==> src/rtl/parity_tx.sv <==
// parity_tx: serial byte transmitter for the 8-bit parity link.
// It accepts one byte over a valid/ready handshake and computes even or odd parity.
// The frame goes out on txd as: start(0), 8 data bits LSB first, parity, stop(1).
// Every bit is held for CLKS_PER_BIT clock cycles.
module parity_tx #(
    parameter int CLKS_PER_BIT = 4,
    parameter int CNT_W        = $clog2(CLKS_PER_BIT)
) (
    input  logic       clk,
    input  logic       rst,
    input  logic [7:0] din,
    input  logic       din_valid,
    output logic       din_ready,
    input  logic       par_odd,
    output logic       txd,
    output logic       busy,
    output logic       par_out
);

    typedef enum logic [2:0] {
        S_IDLE,
        S_START,
        S_DATA,
        S_PARITY,
        S_STOP
    } state_t;

    localparam logic [CNT_W-1:0] CNT_LAST = CNT_W'(CLKS_PER_BIT - 1);

    state_t           r_state;
    logic [CNT_W-1:0] r_cnt;
    logic [2:0]       r_bit_idx;
    logic [7:0]       r_data;
    logic             r_par;
    logic             r_txd;

    state_t           w_state_next;
    logic [CNT_W-1:0] w_cnt_next;
    logic [2:0]       w_bit_next;
    logic             w_accept;
    logic             w_cnt_last;
    logic             w_txd_next;

    assign w_cnt_last = (r_cnt == CNT_LAST);

    // Next-state, bit-timing and bit-index logic for the frame sequencer.
    always_comb begin
        // NOTE: every signal gets a default before the case so no path leaves it unassigned (no latch).
        w_state_next = r_state;
        w_cnt_next   = r_cnt;
        w_bit_next   = r_bit_idx;
        w_accept     = 1'b0;
        case (r_state)
            S_IDLE: begin
                if (din_valid) begin
                    w_accept     = 1'b1;
                    w_state_next = S_START;
                    w_cnt_next   = '0;
                    w_bit_next   = '0;
                end
            end
            S_START: begin
                if (w_cnt_last) begin
                    w_state_next = S_DATA;
                    w_cnt_next   = '0;
                    w_bit_next   = '0;
                end else begin
                    w_cnt_next = r_cnt + 1'b1;
                end
            end
            S_DATA: begin
                if (w_cnt_last) begin
                    w_cnt_next = '0;
                    if (r_bit_idx == 3'd7) begin
                        w_state_next = S_PARITY;
                    end else begin
                        w_bit_next = r_bit_idx + 3'd1;
                    end
                end else begin
                    w_cnt_next = r_cnt + 1'b1;
                end
            end
            S_PARITY: begin
                if (w_cnt_last) begin
                    w_state_next = S_STOP;
                    w_cnt_next   = '0;
                end else begin
                    w_cnt_next = r_cnt + 1'b1;
                end
            end
            S_STOP: begin
                if (w_cnt_last) begin
                    w_state_next = S_IDLE;
                    w_cnt_next   = '0;
                end else begin
                    w_cnt_next = r_cnt + 1'b1;
                end
            end
            default: begin
                w_state_next = S_IDLE;
                w_cnt_next   = '0;
                w_bit_next   = '0;
            end
        endcase
    end

    // Line level for the state being entered. Registering it keeps txd glitch-free.
    // The data and parity registers are already loaded by the time DATA or PARITY is entered.
    always_comb begin
        w_txd_next = 1'b1;
        case (w_state_next)
            S_IDLE:   w_txd_next = 1'b1;
            S_START:  w_txd_next = 1'b0;
            S_DATA:   w_txd_next = r_data[w_bit_next];
            S_PARITY: w_txd_next = r_par;
            S_STOP:   w_txd_next = 1'b1;
            default:  w_txd_next = 1'b1;
        endcase
    end

    // State, counters, captured byte/parity and the registered line driver.
    always_ff @(posedge clk) begin
        // NOTE: sequential state uses non-blocking assignments so all registers update together at the edge.
        if (rst) begin
            r_state   <= S_IDLE;
            r_cnt     <= '0;
            r_bit_idx <= '0;
            r_data    <= '0;
            r_par     <= 1'b0;
            r_txd     <= 1'b1;
        end else begin
            r_state   <= w_state_next;
            r_cnt     <= w_cnt_next;
            r_bit_idx <= w_bit_next;
            r_txd     <= w_txd_next;
            if (w_accept) begin
                r_data <= din;
                r_par  <= (^din) ^ par_odd;
            end
        end
    end

    assign txd       = r_txd;
    assign busy      = (r_state != S_IDLE);
    assign din_ready = (r_state == S_IDLE);
    assign par_out   = r_par;

endmodule

==> config.mk <==
export PLATFORM = sky130hd
export DESIGN_NAME = parity_tx
export DESIGN_NICKNAME = d
export VERILOG_FILES = /design/src/rtl/parity_tx.sv
export SDC_FILE = /design/constraint.sdc
export NUM_CORES = 1
export LEC_CHECK = 0
export BUFFER_PORTS_ARGS = -buffer_cell sky130_fd_sc_hd__buf_4
export CAP_MARGIN = 10
export CORE_MARGIN = 1
export CORE_UTILIZATION = 45
export CTS_CLUSTER_SIZE = 12
export DETAILED_ROUTE_END_ITERATION = 10
export GPL_ROUTABILITY_DRIVEN = 0
export GPL_TIMING_DRIVEN = 0
export PLACE_DENSITY_LB_ADDON = 0.1
export RECOVER_POWER = 50
export SKIP_LAST_GASP = 1
export SLEW_MARGIN = 20
export SYNTH_ARGS = -nofsm -noshare
export SYNTH_HDL_FRONTEND = slang
export SYNTH_SLANG_ARGS = --single-unit
==> constraint.sdc <==
create_clock -name clk -period 1.8 [get_ports clk]
set_clock_uncertainty 0.15 [all_clocks]
set_input_delay 0.09 -clock clk [delete_from_list [all_inputs] [get_ports clk]]
set_output_delay 0.09 -clock clk [all_outputs]
set_load 0.02 [all_outputs]
Word level (Yosys, flattened, before mapping)

Index checks and enable logic that the tools add are counted.

Mux-type cells: 20
Bitwise gates (word level): 1
Equality and inequality tests: 10
$lt $le $gt $ge: 1
Add/sub/neg operators: 2
Reduce and logical (&&, ||, !) cells: 5

Operators by type and width:

| operator              | number |
|---|---|
| $mux W3               | 10 |
| $pmux W3 S5           | 1 |
| $eq A3 B2 Y1 const B  | 4 |
| $pmux W3 S4           | 1 |
| $reduce_xor A8 Y1     | 1 |
| $eq A3 B1 Y1 const B  | 2 |
| $eq A3 B3 Y1 const B  | 2 |
| $lt A3 B4 Y1 const B  | 1 |
| $mux W2               | 2 |
| $pmux W2 S2           | 1 |
| $reduce_or A4 Y1      | 1 |
| $add A3 B1 Y3 const B | 1 |
| $bmux W1 S3           | 1 |
| $logic_not A3 Y1      | 1 |
| $mux W1               | 3 |
| $pmux W1 S3           | 1 |
| $reduce_bool A3 Y1    | 1 |
| $add A2 B1 Y2 const B | 1 |
| $eq A2 B2 Y1 const B  | 1 |
| $ne A2 B2 Y1 const B  | 1 |
| $reduce_or A2 Y1      | 1 |
| $xor A1 B1 Y1         | 1 |

Input port bits: 12
Logic and storage cells: 45
Output and inout port bits: 4
Bits in registers: 18

Logic depth before layout (Yosys ltp)

Depth after elaboration: 7
Depth in mapped cells: 8

Least setup slack after synthesis

OpenSTA, ideal clock, no wires.

Path kind: register -> register
Start point: register r_cnt[0]
End point: register r_txd (netlist: txd)
Setup slack: -0.109 ns
Buffers on the path: 0
Period minus slack after synthesis: 1.909 ns
Cell stages (with the launch flop): 9
Arrival: 1.626 ns
Cell sequence: dfxtp_1 -> ha_1 -> nand2b_1 -> a32o_1 -> o21ai_4 -> mux2i_1 -> mux2i_1 -> mux2i_1 -> a31oi_1

Word-level cells in the longest chain between the ends: 6
Elaborated cells on any way between the ends: 15
Classes of those cells: eq/ne: 4; mux: 11

Ends and longest elaborated chain:

| item                              | line   | text |
|---|---|---|
| start: declaration                | 31     | `logic [CNT_W-1:0] r_cnt;` |
| start signal: assignment          | 133    | `r_cnt <= w_cnt_next;` |
| $eq A2 B2 Y1 *                    | 44     | `assign w_cnt_last = (r_cnt == CNT_LAST);` |
| $mux W3, on equally long branches | 72, 63 |  |
| $pmux W3 S4                       | 53     | `case (r_state)` |
| $bmux W1 S3                       | 114    | `S_DATA: w_txd_next = r_data[w_bit_next];` |
| $mux W1 (not written as such)     | 114    |  |
| $pmux W1 S3 *                     | 111    | `case (w_state_next)` |
| end signal: assignment            | 135    | `r_txd <= w_txd_next;` |
| end: declaration                  | 35     | `logic r_txd;` |

Every way passes the cells marked *; elsewhere a longest branch is shown, timed or not. The select of a mux whose other input is x is not followed.
A chain may end at the register's enable or synchronous reset.

Final worst setup path

Start point: register r_cnt[1]
End point: register r_txd (netlist: txd)

Same word-level chain as after synthesis.

==> key figures <==
Status
  • Status: complete, but fails checks
  • Failing checks: negative setup slack

Die
  • Die Ht: 48.8 µm
  • Core area: 0.00200 mm²
  • Die area: 0.00238 mm²
  • Initial core utilization: 0.493
  • FP Rows: 16
  • I/O pin total: 16
  • DIE WIDTH: 48.8 µm

Synthesis
  • Post-synth top flop: dfxtp_1
  • Largest family of logic cells by synthesized area: simple AND/OR/NAND/NOR gates
  • Top cells by count, synth: 23 x nand2_1, 18 x dfxtp_1, 12 x a21oi_1, 7 x mux2i_1, 7 x nor2_1
  • Synth area leader: dfxtp_1
  • Seq/Total Area, Yosys: 0.365
  • Avg Inst Size Synth: 8.30 µm²
  • Cells after synthesis: 119
  • Synthesis Warnings: 0
  • Synth area leaders: dfxtp_1 37%, nand2_1 8.7%, mux2i_1 7.1%
  • Post-synthesis cell type count: 31
  • Synth Area in Simple Gates: 0.234
  • Syn_nets: 133
  • Compound-Gate Fraction of Synth Area: 0.175
  • FF+latch count, synth: 18
  • Synth top area share: 0.365
  • Synthesized cell area: 987 µm²
  • Post-Synth Adder-Cell Area: 0.0253
  • Post-synthesis xor/xnor area fraction: 0.0798
  • Post-synthesis mux area share: 0.0710
  • Post-synth EDFFs: 0
  • Async S/R FF share, synth: 0
  • Top-count cell post-synth: nand2_1

Global route
  • Pin count of the biggest net entering global routing: 11
  • Routing usage on met2: 0.377
  • GRT Util Overall: 0.216
  • Remaining Overflow, GRT: 0
  • Global-route wire length before repair: 3950 µm
  • Vias in the first global route: 903
  • M3 GR Usage: 0.0374
  • GRT Max-Usage Layer: met2
  • Met1 Usage GRT: 0.260
  • Initial antenna violation count: 0

Timing
  • Final setup viols: 1
  • Measured slew at the worst slew-check pin: 0.483 ns
  • Part of the cycle the worst path needs: 1.07
  • RSZ-0062 raised after global routing: true
  • F_max: 0.520 GHz
  • Period minus WS final: 1.92 ns
  • Fin worst setup slack: -0.123 ns
  • Final setup TNS: -0.123 ns
  • Hold Vio Cnt, Final: 0
  • Rel. slew slack: 0.678
  • Slew Limit Fails: 0

Critical path
  • Setup crit start kind: flip-flop
  • CP top delay family: compound AO/OA/AOI/OAI gates
  • Most used cell, CP: mux2i_1
  • Maximum fanout along the worst path: 5
  • CP required: 1.83 ns
  • Critical path's largest stage delay: 0.37 ns
  • Worst setup path class: flip-flop to flip-flop
  • CP arrival: 1.96 ns
  • Critical path buffer and inverter count: 0
  • Slowest-stage cell, CP: dfxtp_2
  • Cells along the critical path: ha_4, nand2b_1, a32o_1, o21ai_4, mux2i_1, mux2i_1, mux2i_1, a31oi_1
  • Crit end category: flip-flop

Placement
  • # port buffers: 14
  • Post-DP HPWL: 1570 µm
  • Inst Count DP: 160
  • Pre-CTS WS: -0.219 ns

Clocking
  • CTS tree: built
  • H-tree depth: 1
  • Root Driver: clkbuf_4
  • Sinks on Clock Net: 18
  • CTS Buf Count: 3
  • Clock transition at the register clock pins on the worst setup and hold paths after CTS: 0.11 ns
  • Worst-Skew Late Latency: 0.30 ns
  • Max Buffers Root-to-Sink: 2

Finish
  • Layout Nets: 163
  • Fill cell count: 186
  • Register area: 365 µm²
  • Synth-to-layout area growth: 31.2%
  • Antenna cells: 0
  • Finished Layout Cells: 175
  • Share of post-route cells with drive strength above 1: 0.243
  • Multi-input logic area: 606 µm²

Detailed routing
  • DR vias: 924
  • Routed vias/inst: 5.28
  • Post-Route WL: 2200 µm
  • DR iter-0 viols: 12
  • DR pass1 iterations: 4
  • DRT antenna net count: 0
  • # DRC: 0
  • DR WL/cell: 12.6 µm

Pwr
  • Worst vdd ir: 0.394 mV
  • Power, Total: 0.881 mW
  • Pwr per Cell Area: 680 mW/mm²
  • LEAKAGE: 0.541 nW

Run
  • # Max-Cap Violations: 0

Min path
  • HP Class: primary input to flip-flop
## repair_timing
item                                   CTS  global route
hold buffers                             8             0
gates resized for setup                  6             3
pin swaps                                2             5
endpoints found under the hold margin    8             0
buffers inserted                         3             0
setup endpoints to repair                1             1
## layout by cell type, fill, tap and decap left out, drive strengths merged
| cell | netlist | layout |
|---|---|---|
| nand3 | 2 | 2 |
| a32oi | 1 | 1 |
| clkbuf | 2 | 9 |
| inv | 4 | 4 |
| nand2 | 23 | 23 |
| nor4b | 2 | 2 |
| dlygate4sd3 | 0 | 8 |
| a21oi | 13 | 13 |
| a21o | 1 | 1 |
| o21ai | 6 | 6 |
| nor3b | 3 | 3 |
| nor3 | 2 | 2 |
| a21boi | 1 | 1 |
| nand4 | 1 | 1 |
| or3b | 1 | 1 |
| buf | 3 | 17 |
| a32o | 1 | 1 |
| nor2 | 9 | 9 |
| dfxtp | 18 | 18 |
| and2b | 1 | 1 |
| nand2b | 3 | 3 |
| xnor2 | 6 | 6 |
| xor2 | 3 | 3 |
| ha | 2 | 2 |
| mux2i | 7 | 7 |
| a31oi | 4 | 4 |
## layer usage
metal	vias to the layer above	wire length (µm)
met2	10	1130
met3	4	41
li1	469	-
met4	0	25
met1	441	1010
met5	-	0
## worst reg2reg max path, stage by stage, from the launching register on
cell	delay [ns]
dfxtp_2	0.37
ha_4	0.16
nand2b_1	0.06
a32o_1	0.29
o21ai_4	0.24
mux2i_1	0.22
mux2i_1	0.09
mux2i_1	0.14
a31oi_1	0.09
## path summary, 6_finish.rpt
check | startpoint | endpoint | slack, ns | cells past startpoint
worst min-delay path | rst | r_data[2] | 0.01 | 2
worst min register to register | r_data[4] | r_data[4] | 0.31 | 2
worst max-delay path | r_cnt[1] | txd | -0.12 | 8
worst max register to register | r_cnt[1] | txd | -0.12 | 8
## cell type report
cell class	count	area share
multi-input cells	92	0.468
flip-flops and latches	18	0.282
repair buffers	25	0.153
plain buffers	5	0.0319
clock buffers	4	0.0280
well taps	27	0.0261
inverters	4	0.0116
## registers in the layout, summed over array words and instances, names as in the netlist
register / cells
r_data: 8
r_cnt: 2
par_out: 1
txd: 1
r_bit_idx: 3
r_state: 3
## cell families after synthesis
kind of cell               count (synthesis)
adders and majority gates                  2
DFF                                       18
xor gates and xnor gates                   9
AOI/OAI and AO/OA                         27
buffers and inverters                      9
muxes                                      7
and+or+nand+nor                           47
## stage by stage
step,hold WS [ns],util,cell area [µm²]
global route,0.0608,0.647,1290
detailed placement,0.211,0.576,1150
floorplan,0.0760,-,1010
global placement,0.203,0.576,1150
finish,0.0118,0.647,1290
CTS,0.0202,0.653,1310
## power by group
part           total, mW  switching (mW)  internal (mW)
Combinational      0.189          0.0991         0.0903
Sequential         0.432          0.0118          0.420
Clock              0.259           0.136          0.123
Note: power is estimated with default switching activity, not from simulation.
